## src/rtl/rotation_kick_sequencer.sv

```systemverilog
// rotation_kick_sequencer: walks the SRS wall-kick tests for one rotation,
// querying an external collision checker for each candidate pose until one
// is free or the tests run out.
// Optional build macro KICK_TIMEOUT_EN adds a 'timeout' output and a 4-bit
// WAIT watchdog that gives up after 16 cycles without a checker response.
module rotation_kick_sequencer #(
  parameter int TEST_POSITIONS = 5,
  parameter int COORD_W        = 6
) (
  input  logic                      clk,
  input  logic                      rst,
  input  logic                      rot_req,
  input  logic                      rot_dir,
  input  logic                      is_i_piece,
  input  logic [1:0]                cur_orient,
  input  logic signed [COORD_W-1:0] cur_x,
  input  logic signed [COORD_W-1:0] cur_y,
  output logic                      q_valid,
  input  logic                      q_ready,
  output logic [1:0]                q_orient,
  output logic signed [COORD_W-1:0] q_x,
  output logic signed [COORD_W-1:0] q_y,
  input  logic                      r_valid,
  input  logic                      r_collide,
  output logic                      busy,
  output logic                      done,
  output logic                      success,
  output logic [1:0]                new_orient,
  output logic signed [COORD_W-1:0] new_x,
  output logic signed [COORD_W-1:0] new_y,
`ifdef KICK_TIMEOUT_EN
  output logic                      timeout,
`endif
  output logic [2:0]                kick_idx
);

  localparam logic [1:0] IDLE  = 2'd0;
  localparam logic [1:0] ISSUE = 2'd1;
  localparam logic [1:0] WAIT  = 2'd2;
  localparam logic [1:0] DONE  = 2'd3;

  // Kick rows, five {dx,dy} nibble pairs (test 0 in the top byte), y up.
  // Every SRS transition is one of these rows or its negation.
  localparam logic [39:0] ROW_A = 40'h00_F0_F1_0E_FE; // JLSTZ 0->R, 2->R
  localparam logic [39:0] ROW_C = 40'h00_10_11_0E_1E; // JLSTZ 0->L, 2->L
  localparam logic [39:0] ROW_P = 40'h00_E0_10_EF_12; // I 0->R, L->2
  localparam logic [39:0] ROW_Q = 40'h00_F0_20_F2_2F; // I 0->L, R->2

  localparam logic [2:0] LAST_K = 3'(TEST_POSITIONS - 1);

  logic [1:0]                state;
  logic [2:0]                k;
  logic [1:0]                lat_orient;
  logic signed [COORD_W-1:0] lat_x, lat_y;
  logic                      lat_dir, lat_i;
`ifdef KICK_TIMEOUT_EN
  logic [3:0]                wcnt;
`endif

  logic [1:0]                tgt_orient;
  logic [39:0]               row;
  logic                      neg;
  logic [7:0]                ent;
  logic signed [3:0]         dx4, dy4;
  logic signed [COORD_W-1:0] pose_x, pose_y;

  assign tgt_orient = lat_dir ? lat_orient - 2'd1 : lat_orient + 2'd1;

  // Select the kick row for the latched (from, direction) and extract test k.
  always_comb begin
    row = '0;
    neg = 1'b0;
    case ({lat_i, lat_orient, lat_dir})
      4'b0_00_0: row = ROW_A;
      4'b0_00_1: row = ROW_C;
      4'b0_01_0, 4'b0_01_1: begin row = ROW_A; neg = 1'b1; end
      4'b0_10_0: row = ROW_C;
      4'b0_10_1: row = ROW_A;
      4'b0_11_0, 4'b0_11_1: begin row = ROW_C; neg = 1'b1; end
      4'b1_00_0: row = ROW_P;
      4'b1_00_1: row = ROW_Q;
      4'b1_01_0: row = ROW_Q;
      4'b1_01_1: begin row = ROW_P; neg = 1'b1; end
      4'b1_10_0: begin row = ROW_P; neg = 1'b1; end
      4'b1_10_1: begin row = ROW_Q; neg = 1'b1; end
      4'b1_11_0: begin row = ROW_Q; neg = 1'b1; end
      4'b1_11_1: row = ROW_P;
      default:   row = '0;
    endcase
    // Tests past the fifth (larger TEST_POSITIONS) retry the unkicked pose.
    case (k)
      3'd0:    ent = row[39:32];
      3'd1:    ent = row[31:24];
      3'd2:    ent = row[23:16];
      3'd3:    ent = row[15:8];
      3'd4:    ent = row[7:0];
      default: ent = 8'h00;
    endcase
    dx4 = ent[7:4];
    dy4 = ent[3:0];
    if (neg) begin
      dx4 = -dx4;
      dy4 = -dy4;
    end
    // Two's complement wrap at COORD_W is intended; no saturation.
    pose_x = lat_x + COORD_W'(dx4);
    pose_y = lat_y + COORD_W'(dy4);
  end

  assign q_valid  = (state == ISSUE);
  assign busy     = (state != IDLE);
  assign done     = (state == DONE);
  // Pose is only driven while a query is offered so the outputs idle at 0.
  assign q_orient = q_valid ? tgt_orient : 2'd0;
  assign q_x      = q_valid ? pose_x : '0;
  assign q_y      = q_valid ? pose_y : '0;

  // Sequencer FSM plus the latched request and the held result registers.
  always_ff @(posedge clk or posedge rst) begin
    if (rst) begin
      state      <= IDLE;
      k          <= '0;
      lat_orient <= '0;
      lat_x      <= '0;
      lat_y      <= '0;
      lat_dir    <= 1'b0;
      lat_i      <= 1'b0;
      success    <= 1'b0;
      new_orient <= '0;
      new_x      <= '0;
      new_y      <= '0;
      kick_idx   <= '0;
`ifdef KICK_TIMEOUT_EN
      wcnt       <= '0;
      timeout    <= 1'b0;
`endif
    end else begin
      case (state)
        IDLE: if (rot_req) begin
          lat_orient <= cur_orient;
          lat_x      <= cur_x;
          lat_y      <= cur_y;
          lat_dir    <= rot_dir;
          lat_i      <= is_i_piece;
          k          <= '0;
          state      <= ISSUE;
        end
        ISSUE: if (q_ready) begin
          state <= WAIT;
`ifdef KICK_TIMEOUT_EN
          wcnt  <= '0;
`endif
        end
        WAIT: begin
          if (r_valid) begin
            if (!r_collide) begin
              state      <= DONE;
              success    <= 1'b1;
              new_orient <= tgt_orient;
              new_x      <= pose_x;
              new_y      <= pose_y;
              kick_idx   <= k;
`ifdef KICK_TIMEOUT_EN
              timeout    <= 1'b0;
`endif
            end else if (k == LAST_K) begin
              state      <= DONE;
              success    <= 1'b0;
              new_orient <= lat_orient;
              new_x      <= lat_x;
              new_y      <= lat_y;
              kick_idx   <= k;
`ifdef KICK_TIMEOUT_EN
              timeout    <= 1'b0;
`endif
            end else begin
              k     <= k + 3'd1;
              state <= ISSUE;
            end
          end
`ifdef KICK_TIMEOUT_EN
          else if (wcnt == 4'd15) begin
            state      <= DONE;
            success    <= 1'b0;
            timeout    <= 1'b1;
            new_orient <= lat_orient;
            new_x      <= lat_x;
            new_y      <= lat_y;
            kick_idx   <= k;
          end else begin
            wcnt <= wcnt + 4'd1;
          end
`endif
        end
        default: state <= IDLE;
      endcase
    end
  end

endmodule

```

## config.mk

```make
export PLATFORM = sky130hd
export DESIGN_NAME = rotation_kick_sequencer
export DESIGN_NICKNAME = d
export VERILOG_FILES = /design/src/rtl/rotation_kick_sequencer.sv
export SDC_FILE = /design/constraint.sdc
export NUM_CORES = 1
export LEC_CHECK = 0
export CAP_MARGIN = 0
export CORE_AREA = 2 2 74 76
export CTS_CLUSTER_SIZE = 16
export DETAILED_ROUTE_END_ITERATION = 10
export DIE_AREA = 0 0 76 78
export PLACE_DENSITY_LB_ADDON = 0.2
export SYNTH_ARGS = -nofsm -noshare
export SYNTH_HDL_FRONTEND = slang
export SYNTH_SLANG_ARGS = --single-unit
```

## constraint.sdc

```tcl
create_clock -name clk -period 10.28 [get_ports clk]
set_input_delay 2.056 -clock clk [delete_from_list [all_inputs] [get_ports clk]]
set_output_delay 2.056 -clock clk [all_outputs]
set_load 0.03 [all_outputs]
```

==> results of run 1 <==
-- per-stage QoR --
| stage | hold slack [ns] | power, mW | cell area (um2) | util (%) |
|---|---|---|---|---|
| 2_1_floorplan | 0.5099 | 0.8361 | 2510 | - |
| 3_3_place_gp | 0.4601 | 1.082 | 3138 | 62.23 |
| 3_5_place_dp | 0.4645 | 1.093 | 3138 | 62.23 |
| 4_1_cts | 0.4821 | 1.195 | 3211 | 63.67 |
| 5_1_grt | 0.5161 | 1.286 | 3211 | 63.67 |
| 6_report | 0.4762 | 1.188 | 3211 | 63.67 |
-- sequential cells by signal, summed over array words and instances, names as in the netlist, 2 cells and up --
signal and cells:
lat_x 6, lat_y 6, new_x 6, new_y 6, k 3, kick_idx 3, lat_orient 2, new_orient 2
state 2
-- worst max-delay path, delay by kind of cell, from the launching register on --
| family | cells | cell delay (ns) |
|---|---|---|
| AOI/OAI and AO/OA | 6 | 1.22 |
| xor gates and xnor gates | 2 | 0.27 |
| adders and majority gates | 3 | 0.77 |
| buffers and inverters | 2 | 0.81 |
| DFF | 1 | 0.40 |
| and+or+nand+nor | 5 | 0.60 |
-- metal layers --
metal,up-vias,global-route usage [%]
met3,6,3.256
met5,-,0
met2,59,31.96
met1,992,28.32
li1,1071,-
met4,0,7.273
-- synthesized netlist by cell type (2+ instances only) --
| cell | n | share of area, % |
|---|---|---|
| clkbuf_1 | 10 | 1.5 |
| o22ai_1 | 2 | 0.50 |
| mux2i_1 | 5 | 2.0 |
| o21a_1 | 3 | 0.90 |
| nand2b_1 | 3 | 0.75 |
| a21o_1 | 3 | 0.90 |
| o21ai_0 | 26 | 5.2 |
| xor2_1 | 8 | 2.8 |
| and2_1 | 3 | 0.75 |
| or3_1 | 2 | 0.50 |
| nor2b_1 | 4 | 1.0 |
| ha_1 | 17 | 8.5 |
| nand3_1 | 4 | 0.80 |
| nor2_1 | 35 | 5.2 |
| mux2_2 | 13 | 5.8 |
| nand2_1 | 36 | 5.4 |
| fa_1 | 2 | 1.6 |
| a21oi_1 | 23 | 4.6 |
| dfrtp_1 | 39 | 39 |
| inv_1 | 20 | 3.0 |
| xnor2_1 | 7 | 2.4 |
| a211o_1 | 4 | 1.4 |
-- where the power goes --
part           internal, mW  leakage (nW)  switching, mW
combinational         0.345         0.912          0.456
sequential            0.223         0.485         0.0695
clock                0.0453        0.0371         0.0502
total                 0.613          1.43          0.575
-- kinds of logic (layout without fill, tap and decap cells) --
logic type / after synthesis / in the layout / synth area share, %
simple gates: 90 / 90 / 15.10
compound gates: 71 / 71 / 16.80
flops: 39 / 39 / 38.88
buf+inv: 32 / 86 / 4.985
fa+ha+maj: 19 / 19 / 10.07
mux: 18 / 18 / 7.827
xor+xnor: 16 / 16 / 6.331
-- final timing paths --
path,slack [ns],to,cells past startpoint
worst min register to register,0.48,new_y[4],2
worst max-delay path,3.85,q_x[5],18
min in group asynchronous,2.17,new_y[4],3
max in group asynchronous,7.74,lat_y[4],3
worst min-delay path,0.48,new_y[4],2
worst max register to register,6.68,new_x[5],17
-- layout make-up --
cell class	instances	area [um2]
fillers	441	1832
clock buffers	6	72.57
multi-input cells	214	1409
inverters	20	75.07
flip-flops and latches	39	975.9
repair buffers	60	590.6
well taps	70	87.58
==> results.md, run 1 <==
* Post_cts resized at 0
* Power per Cell Area at 370.0 nW/um2
* Status: finished, final reports clean
* H-tree Lvls at 2
* Highest routed metal layer: met4
* Dpl cells at 403
* Syn Std Cell Area at 2510 um2
* Data arrival, critical path at 4.38 ns
* Routed wire length at 5561 um
* Antenna diodes at 0
* Core area at 5042 um2
* Met3 WL post-DR at 249 um
* Via count at about 2,100
* Starting Density at 49.78%
* Max incr delay on CP at 0.68 ns
* Chip width at 76 um
* Yosys warns at 0
* Die Ht at around 78 um
* Num CTS Buffers at 5
* Commonest non-fill, non-tap cells in the layout: 56 x clkdlybuf4s50_1, 39 x dfrtp_1, 36 x nand2_1
* Final Hold Vio Count at 0
* Worst setup margin at ~3.8 ns
* Maxcap violations at 0
* Die ar. at around 5900 um2
* Area grow syn2layout at 27.92%
* Slew HR at 36.22%
* Initial antenna violation count at 0
* Remaining global-route overflow at 0
* Via/cell ratio at 5.203
* Largest net degree at the start of global routing at 40
* GRT Total Usage at around 20%
* Slew @ Worst Pin at about 0.95 ns
* I/O Pins at 57
* Fin. max-slew vios at 0
* Fraction of layout cells with a size suffix above 1 at 7.670%
* Synth unique cells at 38
* Most used cell, CP: ha_1
* Met2 WL at around 2600 um
* Global-route wire length before repair at between 9000 and 10,000 um
* Hold_sp: new_y[4]
* Asr flop ratio synth at 100.0%
* Post-CTS Setup Bufs at 0
* Clock Skew at 0.004097 ns
* DR WL/cell at 13.60 um
* Worst setup path startpoint: k[0]
* Row cnt at 26
* Number of flops mapped to enable cells by yosys at 0
* Register bit count reported by yosys at 39
* Sequential share of the synthesized area at 38.88%
* CTS clk-pin slew, worst paths at 0.07 ns
* Final period utilization at about 63%
* Crit Path Max Fanout at 6
* Fin nets at roughly 380
* Cell count after synthesis at 285
* Port bufs at 56
* RSZ-0062 raised after global routing: no
* Crit path cell chain: inv_1 -> ha_1 -> and2_0 -> a21o_1 -> nand2_1 -> a211o_1 -> ha_1 -> nand2_1 -> o21ai_0 -> ha_1 -> a21oi_1 -> nor2_1 -> a211o_1 -> a21oi_1 -> xnor2_1 -> xnor2_1 -> nor2_1 -> clkdlybuf4s50_1
* Iter 0 DRT Violations at 168
* Fin Setup TNS at 0 ns
* Initial DRT Pass Iterations at 4
* Achievable Freq at ~160 MHz
* P_leak at 1.434 nW
* CP Launch Type: flop
* Min Tclk post-route at roughly 6.4 ns
* Critical path required time at 8.22 ns
* Clock Tree Buf Depth at 2
* DRC Markers at 0
* HPWL Detailed at 4047 um
* Final setup viols at 0
* Peak VDD IR at roughly 0.21 mV
* Critical Path End Type: output port
* Commonest non-fill, non-tap cell in the layout: clkdlybuf4s50_1
* Clock Sinks at 39
* CTS root buf: clkbuf_8
* Crit path kind: flop to output port
* Post-route ant nets at 0
* Post-Place Setup Slack at 4.174 ns
* Clock Latency Late Sink at about 0.28 ns
* Number of hold buffers added after CTS at 0
* Worst R2R Start: k[0]
* Syn Nets at 326
* RePlAce Congestion at 0.8931
* Hold Path Class: flop to flop
* Final cell count without fillers at 409
* Mean area per synthesized cell at just under 9 um2
* Synth Flop Type: dfrtp_1
* Routed metal-1 wire length at 2690 um
* Vias in the first global route at between 2,000 and 2,500
* CTS tree: yes
* Critical path's slowest cell: clkdlybuf4s50_1
Note: power is estimated with default switching activity, not from simulation.
==> run 2, diff against run 1 <==
- CORE_AREA: 2 2 74 76 -> 2 2 77 79
- DIE_AREA: 0 0 76 78 -> 0 0 79 81
- clock period: 10.28 -> 5.7 ns (I/O delays scaled with it)
==> results.md, run 2 (synthesized netlist as in run 1, its figures left out) <==
* Status: finished, final reports clean
* Via count at 2,079 (-2.3%)
* Final cell count without fillers at 416 (+1.7%)
* CP Buf/Inv Count at 4 (+2)
* Min Tclk post-route at 5.214 ns
* Crit Path Max Fanout at 6 (unchanged)
* H-tree Lvls at 2 (unchanged)
* Crit path kind: flop to output port
* Initial antenna violation count at 0 (unchanged)
* Port bufs at 56 (unchanged)
* Worst path top cell family by delay: buffers and inverters
* DRC Markers at 0 (unchanged)
* Critical Path End Type: output port
* Die Ht at 81 um (+3.8%)
* RSZ-0062 raised after global routing: no
* GRT Total Usage at 18.79% (-1.5 points)
* Clock Tree Buf Depth at 2 (unchanged)
* Fin Setup TNS at 0 ns (unchanged)
* Post-CTS Setup Bufs at 0 (unchanged)
* Initial DRT Pass Iterations at 4 (unchanged)
* Maxcap violations at 0 (unchanged)
* Filler cell count at 530 (+20%)
* Area occupied by multi-input gates at 1409 um2 (unchanged)
* Num CTS Buffers at 5 (unchanged)
* CTS clk-pin slew, worst paths at 0.08 ns (about the same)
* Vias in the first global route at 1,932 (-6.2%)
* Final period utilization at between 90% and 100%
* Clock Sinks at 39 (unchanged)
* Iter 0 DRT Violations at 153 (-8.9%)
* Largest net degree at the start of global routing at 40 (unchanged)
* Die ar. at 6399 um2 (+7.9%)
* Data arrival, critical path at 4.07 ns (-0.31 ns)
* Clock Latency Late Sink at 0.29 ns (about the same)
* Fin nets at 381 (unchanged)
* Clock Skew at 0.006678 ns (+0.002581 ns)
* CTS tree: yes
* Power per Cell Area at 664.9 nW/um2 (+80%)
* P_leak at 1.470 nW (+2.5%)
* Critical path's slowest cell: clkdlybuf4s50_1
* Commonest non-fill, non-tap cells in the layout: 54 x clkdlybuf4s50_1, 39 x dfrtp_1, 36 x nand2_1
* RePlAce Congestion at 0.8668 (-2.9%)
* Max incr delay on CP at 0.68 ns (about the same)
* Remaining global-route overflow at 0 (unchanged)
* Slew HR at 46.47% (+10 points)
* Via/cell ratio at 4.998 (-3.9%)
* Most used cell, CP: inv_1
* Critical path required time at 4.56 ns (-3.66 ns)
* Crit path cell chain: inv_1 -> ha_1 -> and2_0 -> a21o_1 -> nand2_1 -> a211o_1 -> ha_1 -> nand2_1 -> o21ai_0 -> inv_1 -> fa_1 -> inv_1 -> a21o_1 -> a21oi_1 -> xor2_1 -> nor2_1 -> clkdlybuf4s50_1
* CTS root buf: clkbuf_8
* Final Hold Vio Count at 0 (unchanged)
* Final setup viols at 0 (unchanged)
* Commonest non-fill, non-tap cell in the layout: clkdlybuf4s50_1
* Routed wire length at 5615 um (+0.97%)
* Post-route ant nets at 0 (unchanged)
* Sequential cell area at 975.9 um2 (unchanged)
* Hold Path Class: flop to flop
* Dpl cells at 408 (+1.2%)
* Slew @ Worst Pin at 0.7995 ns (-0.1530 ns)
* Area grow syn2layout at 28.71%
* DR WL/cell at 13.50 um (-0.73%)
* Achievable Freq at 191.8 MHz
* Fin. max-slew vios at 0 (unchanged)
* Starting Density at 44.22% (-5.6 points)
* Peak VDD IR at 0.3666 mV (+73%)
* HPWL Detailed at 4160 um (+2.8%)
* Antenna diodes at 0 (unchanged)
* I/O Pins at 57 (unchanged)
* Fraction of layout cells with a size suffix above 1 at 7.918% (+0.25 points)
* Chip width at 79 um (+3.9%)
* Core area at 5675 um2 (+13%)
* Global-route wire length before repair at 9239 um (-5.0%)
* Row cnt at 28 (+7.7%)
* CP Launch Type: flop
==> run 2: layout make-up <==
cell class                      count  area share, %
Clock buffer                        7          2.363
Clock inverter                      1         0.1549
Inverter                           20          2.324
Multi-Input combinational cell    214          43.61
Sequential cell                    39          30.21
Tap cell                           75          2.905
Timing Repair Buffer               60          18.44
==> run 2: final timing paths <==
path | startpoint | slack [ns] | cells after the start | endpoint
worst max register to register | k[0] | 2.05 | 17 | new_x[5]
min in group asynchronous | rst | 1.26 | 3 | new_y[4]
max in group asynchronous | rst | 4.09 | 3 | kick_idx[0]
worst max-delay path | k[0] | 0.49 | 17 | q_x[4]
worst min-delay path | new_y[1] | 0.48 | 2 | new_y[1]
worst min register to register | new_y[1] | 0.48 | 2 | new_y[1]
==> run 2: per-layer routing <==
| metal | up-vias | routed length, um | global-route usage, % |
|---|---|---|---|
| li1 | 1070 | - | - |
| met1 | 956 | 2645 | 25.27 |
| met2 | 46 | 2624 | 30.25 |
| met3 | 7 | 276 | 4.556 |
| met4 | 0 | 68 | 5.690 |
| met5 | - | 0 | 0 |
==> run 2: tightest hold or removal path: cells and delay by family (launching register included) <==
kind,cells,cell delay [ns]
and+or+nand+nor,1,0.04
AOI/OAI and AO/OA,1,0.06
DFF,1,0.34
==> run 2: report_power, final <==
group          total, mW  switching (mW)  internal [mW]  leakage (nW)
sequential         0.525           0.123          0.402         0.485
clock              0.180          0.0943         0.0859        0.0422
combinational       1.44           0.823          0.620         0.943
==> run 2: stage by stage <==
stage | hold slack (ns) | setup slack (ns) | power (mW) | util [%] | area (um2)
global route | 0.5096 | 0.1829 | 2.339 | 56.92 | 3231
detailed placement | 0.4696 | 0.4874 | 1.975 | 55.40 | 3144
CTS | 0.4872 | 0.1502 | 2.167 | 56.83 | 3226
global placement | 0.4601 | 0.5711 | 1.954 | 55.40 | 3144
floorplan | 0.5099 | 1.160 | 1.508 | - | 2510
finish | 0.4778 | 0.4864 | 2.148 | 56.92 | 3231
==> run 2: repair_timing <==
item                                    in CTS  in global routing
endpoints found under the setup margin       0                  2
hold buffers                                 0                  0
gates resized for setup                      0                  2
==> run 3, diff against run 2 <==
- CTS_CLUSTER_DIAMETER: unset -> 120
==> results of run 3 <==
Final layout, timing and power as in run 2 (identical DEF).
